$ cat config.mk
export PLATFORM = sky130hd
export DESIGN_NAME = shift_compute_n
export DESIGN_NICKNAME = d
export VERILOG_FILES = /design/src/rtl/shift_compute_n.sv
export SDC_FILE = /design/constraint.sdc
export NUM_CORES = 1
export LEC_CHECK = 0
export ABC_AREA = 1
export BUFFER_PORTS_ARGS = -buffer_cell sky130_fd_sc_hd__buf_2
export CORE_MARGIN = 2
export CORE_UTILIZATION = 40
export DETAILED_ROUTE_END_ITERATION = 16
export GPL_TIMING_DRIVEN = 0
export PLACE_DENSITY = 0.58
export SLEW_MARGIN = 20
export SYNTH_ARGS = -nofsm -noshare
export SYNTH_HDL_FRONTEND = slang
export SYNTH_SLANG_ARGS = --single-unit
$ cat constraint.sdc
create_clock -name clk -period 3.27 [get_ports clk]
set_clock_uncertainty 0.1 [all_clocks]
set_input_delay 0.1635 -clock clk [delete_from_list [all_inputs] [get_ports clk]]
set_output_delay 0.1635 -clock clk [all_outputs]
set_load 0.05 [all_outputs]
$ cat src/rtl/shift_compute_n.sv
// ---------------------------------------------------------------------------
// shift_compute_n
//
// Serial shift/compute tile. Operand bits arrive serially and fill an operand
// shift register. A bit-serial ALU then combines that operand with one of NREGS
// accumulator registers, one bit per cycle over WIDTH cycles, starting with the
// LSB. The result is written back into the selected accumulator.
//
// Parameters:
//   WIDTH  operand and accumulator width. Must be 2 or more.
//   NREGS  number of accumulators. Must be a power of 2 and 2 or more.
//   SEL_W  width of select. It is derived from NREGS and must not be overridden.
//
// Ports:
//   clk        rising-edge clock
//   rst_n      asynchronous reset, active low
//   data_in    serial operand bit. It enters at the MSB end, so the operand
//              is sent LSB first.
//   shift_en   shifts data_in into the operand register while idle
//   select     index of the target accumulator, captured at start
//   op         operation, captured at start:
//              00 load, 01 add, 10 and, 11 xor (or sub)
//   start      starts an operation when idle. It is a level input.
//   busy       high while an operation is executing
//   done       one-cycle pulse on the cycle after the result is written
//   carry_out  final carry of the last add/sub. It is 0 after load/and/xor.
//   result     copy of the last value written to an accumulator
//   sout       current LSB of the operand register
//
// Optional feature macro: SHIFT_COMPUTE_SUB_EN
//   When it is defined, op 11 subtracts the operand from the accumulator.
//   The subtract is done as acc + ~operand + 1, and carry_out = 1 means
//   there was no borrow.
//   When it is undefined, op 11 is xor and no subtract logic is built.
// ---------------------------------------------------------------------------
module shift_compute_n #(
  parameter int WIDTH = 8,
  parameter int NREGS = 8,
  parameter int SEL_W = $clog2(NREGS)
) (
  input  logic             clk,
  input  logic             rst_n,
  input  logic             data_in,
  input  logic             shift_en,
  input  logic [SEL_W-1:0] select,
  input  logic [1:0]       op,
  input  logic             start,
  output logic             busy,
  output logic             done,
  output logic             carry_out,
  output logic [WIDTH-1:0] result,
  output logic             sout
);

  localparam int              CNT_W = $clog2(WIDTH);
  localparam logic [CNT_W-1:0] LAST_BIT = CNT_W'(WIDTH - 1);

  localparam logic [1:0] OP_LOAD = 2'b00;
  localparam logic [1:0] OP_ADD  = 2'b01;
  localparam logic [1:0] OP_AND  = 2'b10;
  localparam logic [1:0] OP_X    = 2'b11;  // xor, or sub when enabled

  typedef enum logic {
    IDLE = 1'b0,
    EXEC = 1'b1
  } state_t;

  state_t             state_r;
  logic [WIDTH-1:0]   operand_r;
  logic [WIDTH-1:0]   acc_r [NREGS];
  logic [SEL_W-1:0]   sel_r;
  logic [1:0]         op_r;
  logic [CNT_W-1:0]   cnt_r;
  logic               carry_r;

  logic [WIDTH-1:0]   acc_sel_s;
  logic               f_s;
  logic               c_next_s;
  logic [WIDTH-1:0]   acc_next_s;
  logic               start_carry_s;

  // Result bit for one bit position
  function automatic logic alu_bit(input logic [1:0] fop, input logic a,
                                   input logic b, input logic c);
    logic r;
    case (fop)
      OP_LOAD: r = a;
      OP_ADD:  r = a ^ b ^ c;
      OP_AND:  r = a & b;
`ifdef SHIFT_COMPUTE_SUB_EN
      OP_X:    r = (~a) ^ b ^ c;   // b + ~a + c
`else
      OP_X:    r = a ^ b;
`endif
      default: r = 1'b0;
    endcase
    return r;
  endfunction

  // Carry into the next bit position. It is always 0 for the logical ops.
  function automatic logic alu_carry(input logic [1:0] fop, input logic a,
                                     input logic b, input logic c);
    logic r;
    case (fop)
      OP_ADD:  r = (a & b) | (c & (a ^ b));
`ifdef SHIFT_COMPUTE_SUB_EN
      OP_X:    r = ((~a) & b) | (c & ((~a) ^ b));
`else
      OP_X:    r = 1'b0;
`endif
      OP_LOAD: r = 1'b0;
      OP_AND:  r = 1'b0;
      default: r = 1'b0;
    endcase
    return r;
  endfunction

  assign acc_sel_s = acc_r[sel_r];
  assign sout      = operand_r[0];

  // Serial ALU datapath: new bit, next carry and the rotated accumulator value
  always_comb begin
    f_s        = alu_bit(op_r, operand_r[0], acc_sel_s[0], carry_r);
    c_next_s   = alu_carry(op_r, operand_r[0], acc_sel_s[0], carry_r);
    acc_next_s = {f_s, acc_sel_s[WIDTH-1:1]};
  end

  // Initial carry: 1 for subtract (the +1 of two's complement), otherwise 0
  always_comb begin
`ifdef SHIFT_COMPUTE_SUB_EN
    if (op == OP_X) begin
      start_carry_s = 1'b1;
    end else begin
      start_carry_s = 1'b0;
    end
`else
    start_carry_s = 1'b0;
`endif
  end

  // Control FSM, operand and accumulator registers, and registered outputs
  always_ff @(posedge clk or negedge rst_n) begin
    if (!rst_n) begin
      state_r   <= IDLE;
      operand_r <= '0;
      for (int i = 0; i < NREGS; i++) begin
        acc_r[i] <= '0;
      end
      sel_r     <= '0;
      op_r      <= 2'b00;
      cnt_r     <= '0;
      carry_r   <= 1'b0;
      busy      <= 1'b0;
      done      <= 1'b0;
      carry_out <= 1'b0;
      result    <= '0;
    end else begin
      done <= 1'b0;
      case (state_r)
        IDLE: begin
          // start has priority over shift_en. A shift does not happen in
          // the same cycle as a start.
          if (start) begin
            sel_r   <= select;
            op_r    <= op;
            cnt_r   <= '0;
            carry_r <= start_carry_s;
            busy    <= 1'b1;
            state_r <= EXEC;
          end else if (shift_en) begin
            operand_r <= {data_in, operand_r[WIDTH-1:1]};
          end
        end
        EXEC: begin
          // The operand rotates, so it is back to its original value
          // after WIDTH cycles.
          operand_r    <= {operand_r[0], operand_r[WIDTH-1:1]};
          acc_r[sel_r] <= acc_next_s;
          carry_r      <= c_next_s;
          if (cnt_r == LAST_BIT) begin
            state_r   <= IDLE;
            busy      <= 1'b0;
            done      <= 1'b1;
            result    <= acc_next_s;
            carry_out <= c_next_s;
          end else begin
            cnt_r <= cnt_r + CNT_W'(1);
          end
        end
        default: begin
          state_r <= IDLE;
          busy    <= 1'b0;
        end
      endcase
    end
  end

endmodule

==> results of run 1 <==
## worst max-delay path, stage by stage (launching register included)
cell     delay, ns
dfrtp_1       0.38
buf_2         0.17
inv_2         0.12
buf_2         0.27
nand2_1       0.08
nand2_1       0.08
nand2_1       0.05
nand2_1       0.06
nand2_1       0.05
nand2_1       0.10
inv_1         0.07
fa_1          0.48
o21ai_0       0.10
nor2_2        0.46
o21ai_0       0.15
## per-stage QoR
step / utilization, % / cells / instance area, um2 / power [mW]
3_5_place_dp: 44.00 / 741 / 4770 / 4.382
4_1_cts: 46.32 / 765 / 5021 / 5.111
6_report: 46.34 / 765 / 5024 / 5.086
3_3_place_gp: 43.69 / 740 / 4736 / 4.322
5_1_grt: 46.34 / 765 / 5024 / 5.535
2_1_floorplan: - / 579 / 4456 / 3.589
## report_power, final
group / switching (mW) / leakage [nW] / internal, mW / total [mW]
registers: 0.254 / 1.19 / 1.62 / 1.87
clock network: 0.405 / 0.0877 / 0.319 / 0.724
logic: 1.81 / 1.48 / 0.682 / 2.49
total: 2.47 / 2.76 / 2.62 / 5.09
## worst max path at each step
stage,from,end,slack [ns],depth (start not counted)
finish,sel_r[0],acc_r[7],0.40,14
global route,sel_r[0],result[7],0.13,14
CTS,sel_r[0],acc_r[7],0.01,14
detailed placement,sel_r[0],acc_r[7],0.03,14
global placement,sel_r[0],acc_r[7],0.09,14
floorplan,sel_r[0],acc_r[15],1.00,14
## Yosys cell counts
library cell / n / area share (%)
o211ai_1: 1 / 0.17
nand3_1: 29 / 3.3
inv_1: 70 / 5.9
or2_2: 1 / 0.14
inv_2: 12 / 1.0
nor2_4: 6 / 1.5
ha_1: 3 / 0.84
nand2_2: 2 / 0.28
clkbuf_1: 2 / 0.17
o21ai_0: 80 / 9.0
nor2_2: 3 / 0.42
fa_1: 1 / 0.45
mux2_2: 5 / 1.3
dfrtp_1: 93 / 52
nand2_1: 248 / 21
o21ai_1: 4 / 0.45
a21oi_1: 1 / 0.11
o22ai_1: 1 / 0.14
nor2_1: 7 / 0.59
buf_2: 9 / 1.0
o31ai_1: 1 / 0.17
## flip-flops by register name (all words and copies together), names as in the netlist
register and cells:
cnt_r 3, done 1, carry_out 1, state_r 1, operand_r 8, carry_r 1
result 8, sel_r 3, op_r 2, acc_r 64, busy 1
## routing by layer
metal	vias up	routed length (um)
li1	1878	-
met1	1757	5450
met3	11	608
met4	0	172
met2	100	5163
met5	-	0
## cell type report
class                      instances  area (um2)  share of cell area, %
sequential                        93        2327                  46.33
multi-input combinational        393        1770                  35.24
inverter                          82       307.8                  6.127
timing repair buffer              30       219.0                  4.359
tap                              140       175.2                  3.487
clock buffer                      15       166.4                  3.313
buffer                            11       52.55                  1.046
clock inverter                     1       5.005                0.09963
## cell families after synthesis
| logic type | Yosys count | synth area share (%) |
|---|---|---|
| and+or+nand+nor | 296 | 27.10 |
| buffers and inverters | 93 | 8.087 |
| DFF | 93 | 52.23 |
| AOI/OAI and AO/OA | 88 | 10.03 |
| muxes | 5 | 1.264 |
| adders and majority gates | 4 | 1.292 |
## what timing repair did
| item | 4_1_cts | 5_1_grt |
|---|---|---|
| resized for setup | 0 | 1 |
| hold endpoints to repair | 72 | 0 |
| setup endpoints to repair | 0 | 9 |
| hold buffers | 8 | 0 |
==> results.cfg, run 1 <==
[setup_path]
arrival_ns = 3.01
cp.required_ns = 3.41
crit_fanout = 10
reg2reg_to = acc_r[7]
r2r_slack_ns = 0.40
end_kind = flop
r2r_start = sel_r[0]
rr_worst_depth = 14
cp-start-kind = flop
crit_type = flop to flop

[detailed_routing]
vias = 3746
wirelength_mm = 11.39
wl_per_cell_um = 14.89
drtIter0Drc = 322
viasPerCell = 4.897
postRouteAntennaNets = 0
drc = 0
dr.pass1.iters = 5

[pwr]
power_density_mw_per_mm2 = 1012
leakagePower_nw = 2.760
ir_drop_uv = 432.8

[floorplanning]
initial_core_util_pct = 41.10
core_area_mm2 = 0.01084
chipHeight_um = 109.5
die-width_um = 109.5
die_area_mm2 = 0.01200
ioPinCount = 22
rows = 38

[cells_and_area]
fillers = 1113
n_antenna_cell = 0
final_cell_mix = nand2_1 (248), dfrtp_1 (93), o21ai_0 (80), inv_1 (70)
syn2layout_area_growth_pct = 12.75
drive_above_1_share_pct = 11.68
final_common_cell = nand2_1
nNetsFinal = 634

[grt]
grtUsageMet2_pct = 31.97
met1_usage_pct = 29.88
grt_pass1_vias = 3584
top_usage_layer = met2
grt_max_degree = 53
grt_pass1_wl_mm = 18.81
gr-usage-met3_pct = 4.090
grt-ovfl-total = 0
grt_antenna_before_repair = 0
grt_usage_pct = 20.90

[sta]
fin_tns_setup_ns = 0
maxSlewViolCount = 0
hold_viol_final = 0
rsz0062_at_grt = no
setup_viol = 0
fmax_mhz = 348.5
worst_hold_slack_ns = 0.06085
setup_ws_ns = 0.4006
worst_pin_slew_ns = 0.5815
max-slew-margin-rel_pct = 61.19
min_period_ns = 2.869
period_share_pct = 87.75

[worst_hold_path]
hp-class = primary input to flop
min_path_cells = 4
hold_start = shift_en
hold_end = operand_r[1]

[cts]
cts.path.max_buffers = 2
cts_tree = yes
clkTransAtPathRegs_ns = 0.09
clock-sinks = 93
postCtsSetupRepairBufs = 0
htreeDepth = 3
clk_latency_ns = 0.38
cts-buffers-inserted = 9
cts_root_buf = clkbuf_8

[placement]
io_buffers = 21
dpl_worst_slack_ns = 0.03485
gp_congestion = 0.8427
dpl.hpwl_mm = 7.577

[logic_synthesis]
syn_area_mm2 = 0.004456
yosys_warnings = 0
ys_seq_area_share_pct = 52.23
synth_cells = 579
avgSynthCellArea_um2 = 7.695
syn_nets = 593
yosys_register_bits = 93
yosysUniqueCellTypes = 21

[status]
outcome = finished, final reports clean

[job]
cap_violations = 0
(Power assumes the default switching activity.)
==> run 2, diff against run 1 <==
--- a/config.mk
+++ b/config.mk
@@ -6,12 +6,12 @@
 export NUM_CORES = 1
 export LEC_CHECK = 0
 export ABC_AREA = 1
-export BUFFER_PORTS_ARGS = -buffer_cell sky130_fd_sc_hd__buf_2
 export CORE_MARGIN = 2
 export CORE_UTILIZATION = 40
 export DETAILED_ROUTE_END_ITERATION = 16
+export DONT_BUFFER_PORTS = 1
 export GPL_TIMING_DRIVEN = 0
-export PLACE_DENSITY = 0.58
+export PLACE_DENSITY = 0.56
 export SLEW_MARGIN = 20
 export SYNTH_ARGS = -nofsm -noshare
 export SYNTH_HDL_FRONTEND = slang
==> run 2 against run 1 <==
Against the previous run: critical path depth unchanged; worst hold slack better by 0.24 ns; maximum frequency down 2.5%; critical path type unchanged; sequential share of layout area up 0.45 points; routed wire length up 0.96%; largest power group unchanged; final cell count down 2.6%; power up 2.1%; via count down 0.67%; sequential power up 11%; critical endpoint is now acc_r[55]; setup slack worse by 0.073 ns; clock-buffer cell count down 4.
==> results.cfg, run 2 (synthesis results as in run 1) <==
[cts]
cts-buffers-inserted = 9
clkTransAtPathRegs_ns = 0.09
clk_latency_ns = 0.38
cts_tree = yes
cts.path.max_buffers = 2
clock-sinks = 93
cts_root_buf = clkbuf_8
postCtsSetupRepairBufs = 0
htreeDepth = 3

[setup_path]
cp_slowest_cell = nor2_2
arrival_ns = 3.08
crit_type = flop to flop
critPathMaxStageDelay_ns = 0.52
cp_cell_sequence = buf_2, inv_2, buf_2, nand2_1, nand2_1, nand2_1, nand2_1, nand2_1, nand2_1, inv_1, fa_1, o21ai_0, nor2_2, o21ai_0
crit_family = simple AND/OR/NAND/NOR gates
worst-path-buf-inv = 4
crit_top_cell = nand2_1
cp-start-kind = flop
r2r_start = sel_r[0]
reg2reg_to = acc_r[55]
r2r_slack_ns = 0.33
startpoint = sel_r[0]
end_kind = flop
cp.required_ns = 3.41
rr_worst_depth = 14
crit_fanout = 10

[detailed_routing]
wl_per_cell_um = 15.44
drtIter0Drc = 280
wirelength_mm = 11.50
postRouteAntennaNets = 0
dr_wl_met2_mm = 5.178
dr.max_layer_used = met4
vias = 3721
drc = 0
viasPerCell = 4.995
wl_met1_mm = 5.500
met3RoutedLength_um = 612
dr.pass1.iters = 5

[placement]
placed_cells = 719
placed_area_mm2 = 0.004631
dpl.hpwl_mm = 7.316
gp_congestion = 0.8324
io_buffers = 0
dpl_worst_slack_ns = -0.03558

[grt]
grt_antenna_before_repair = 0
grt_usage_pct = 21.61
grt_max_degree = 94
grt_pass1_vias = 3685
grt-ovfl-total = 0
grt_pass1_wl_mm = 19.21

[floorplanning]
core_area_mm2 = 0.01084
die_area_mm2 = 0.01200
die-width_um = 109.5
rows = 38
ioPinCount = 22
initial_core_util_pct = 41.10
chipHeight_um = 109.5

[cells_and_area]
largest_reg_flops = 64
fillers = 1066
top_register = acc_r
drive_above_1_share_pct = 8.926
syn2layout_area_growth_pct = 11.65
fin_util_pct = 45.89
ff_latch_area_mm2 = 0.002327
design_area_mm2 = 0.004975
final_common_cell = nand2_1
n_antenna_cell = 0
top_regs = acc_r (64), operand_r (8), result (8)
multi_input_area_mm2 = 0.001770
finalNonFillerCells = 745
final_cell_mix = nand2_1 (248), dfrtp_1 (93), o21ai_0 (80), inv_1 (70), nand3_1 (29)
nNetsFinal = 615

[sta]
fmax_mhz = 339.9
min_period_ns = 2.942
setup_viol = 0
period_share_pct = 89.98
setup_ws_ns = 0.3276
hold_viol_final = 0
fin_tns_setup_ns = 0
max-slew-margin-rel_pct = 55.91
worst_hold_slack_ns = 0.3037
worst_pin_slew_ns = 0.6606
rsz0062_at_grt = no
maxSlewViolCount = 0

[job]
cap_violations = 0

[status]
outcome = finished, final reports clean

[pwr]
power_density_mw_per_mm2 = 1043
power_mw = 5.191
ir_drop_uv = 473.0
leakagePower_nw = 2.688

[worst_hold_path]
hp-class = primary input to asynchronous set/reset pin
-- run 2: cell count changes in the layout (fill, tap and decap cells not counted), sizes merged --
cell and change:
clkbuf -4, buf -21, clkinvlp +1, bufinv +2
dlygate4sd3 +2
-- run 2: worst max-delay path by stage --
| stage | to | slack [ns] | cells past startpoint |
|---|---|---|---|
| finish | acc_r[55] | 0.33 | 14 |
| global route | acc_r[63] | 0.06 | 14 |
| CTS | acc_r[55] | 0.26 | 14 |
| detailed placement | acc_r[15] | -0.04 | 14 |
| global placement | acc_r[55] | 0.005 | 14 |
| floorplan | acc_r[15] | 1.00 | 14 |
-- run 2: report_power, final --
part	leakage (nW)	switching (mW)	internal, mW
sequential	1.19	0.460	1.61
clock	0.105	0.412	0.447
combinational	1.39	1.62	0.642
total	2.69	2.49	2.70
-- run 2: layout make-up --
type | instances | share of cell area (%)
Timing Repair Buffer | 11 | 2.565
Tap cell | 140 | 3.521
Multi-Input combinational cell | 393 | 35.59
Clock buffer | 11 | 2.842
Clock inverter | 4 | 1.459
Sequential cell | 93 | 46.78
Buffer | 11 | 1.056
Inverter | 82 | 6.187
-- run 2: timing repair --
item | CTS | global route
hold buffers | 11 | 0
endpoints found under the setup margin | 5 | 0
endpoints found under the hold margin | 101 | 0
resized for setup | 1 | 0
-- run 2: metal layers --
layer	vias to the layer above	global-route usage [%]
met5	-	0
met4	0	7.414
met3	25	5.276
met2	92	32.76
met1	1775	30.29
li1	1829	-
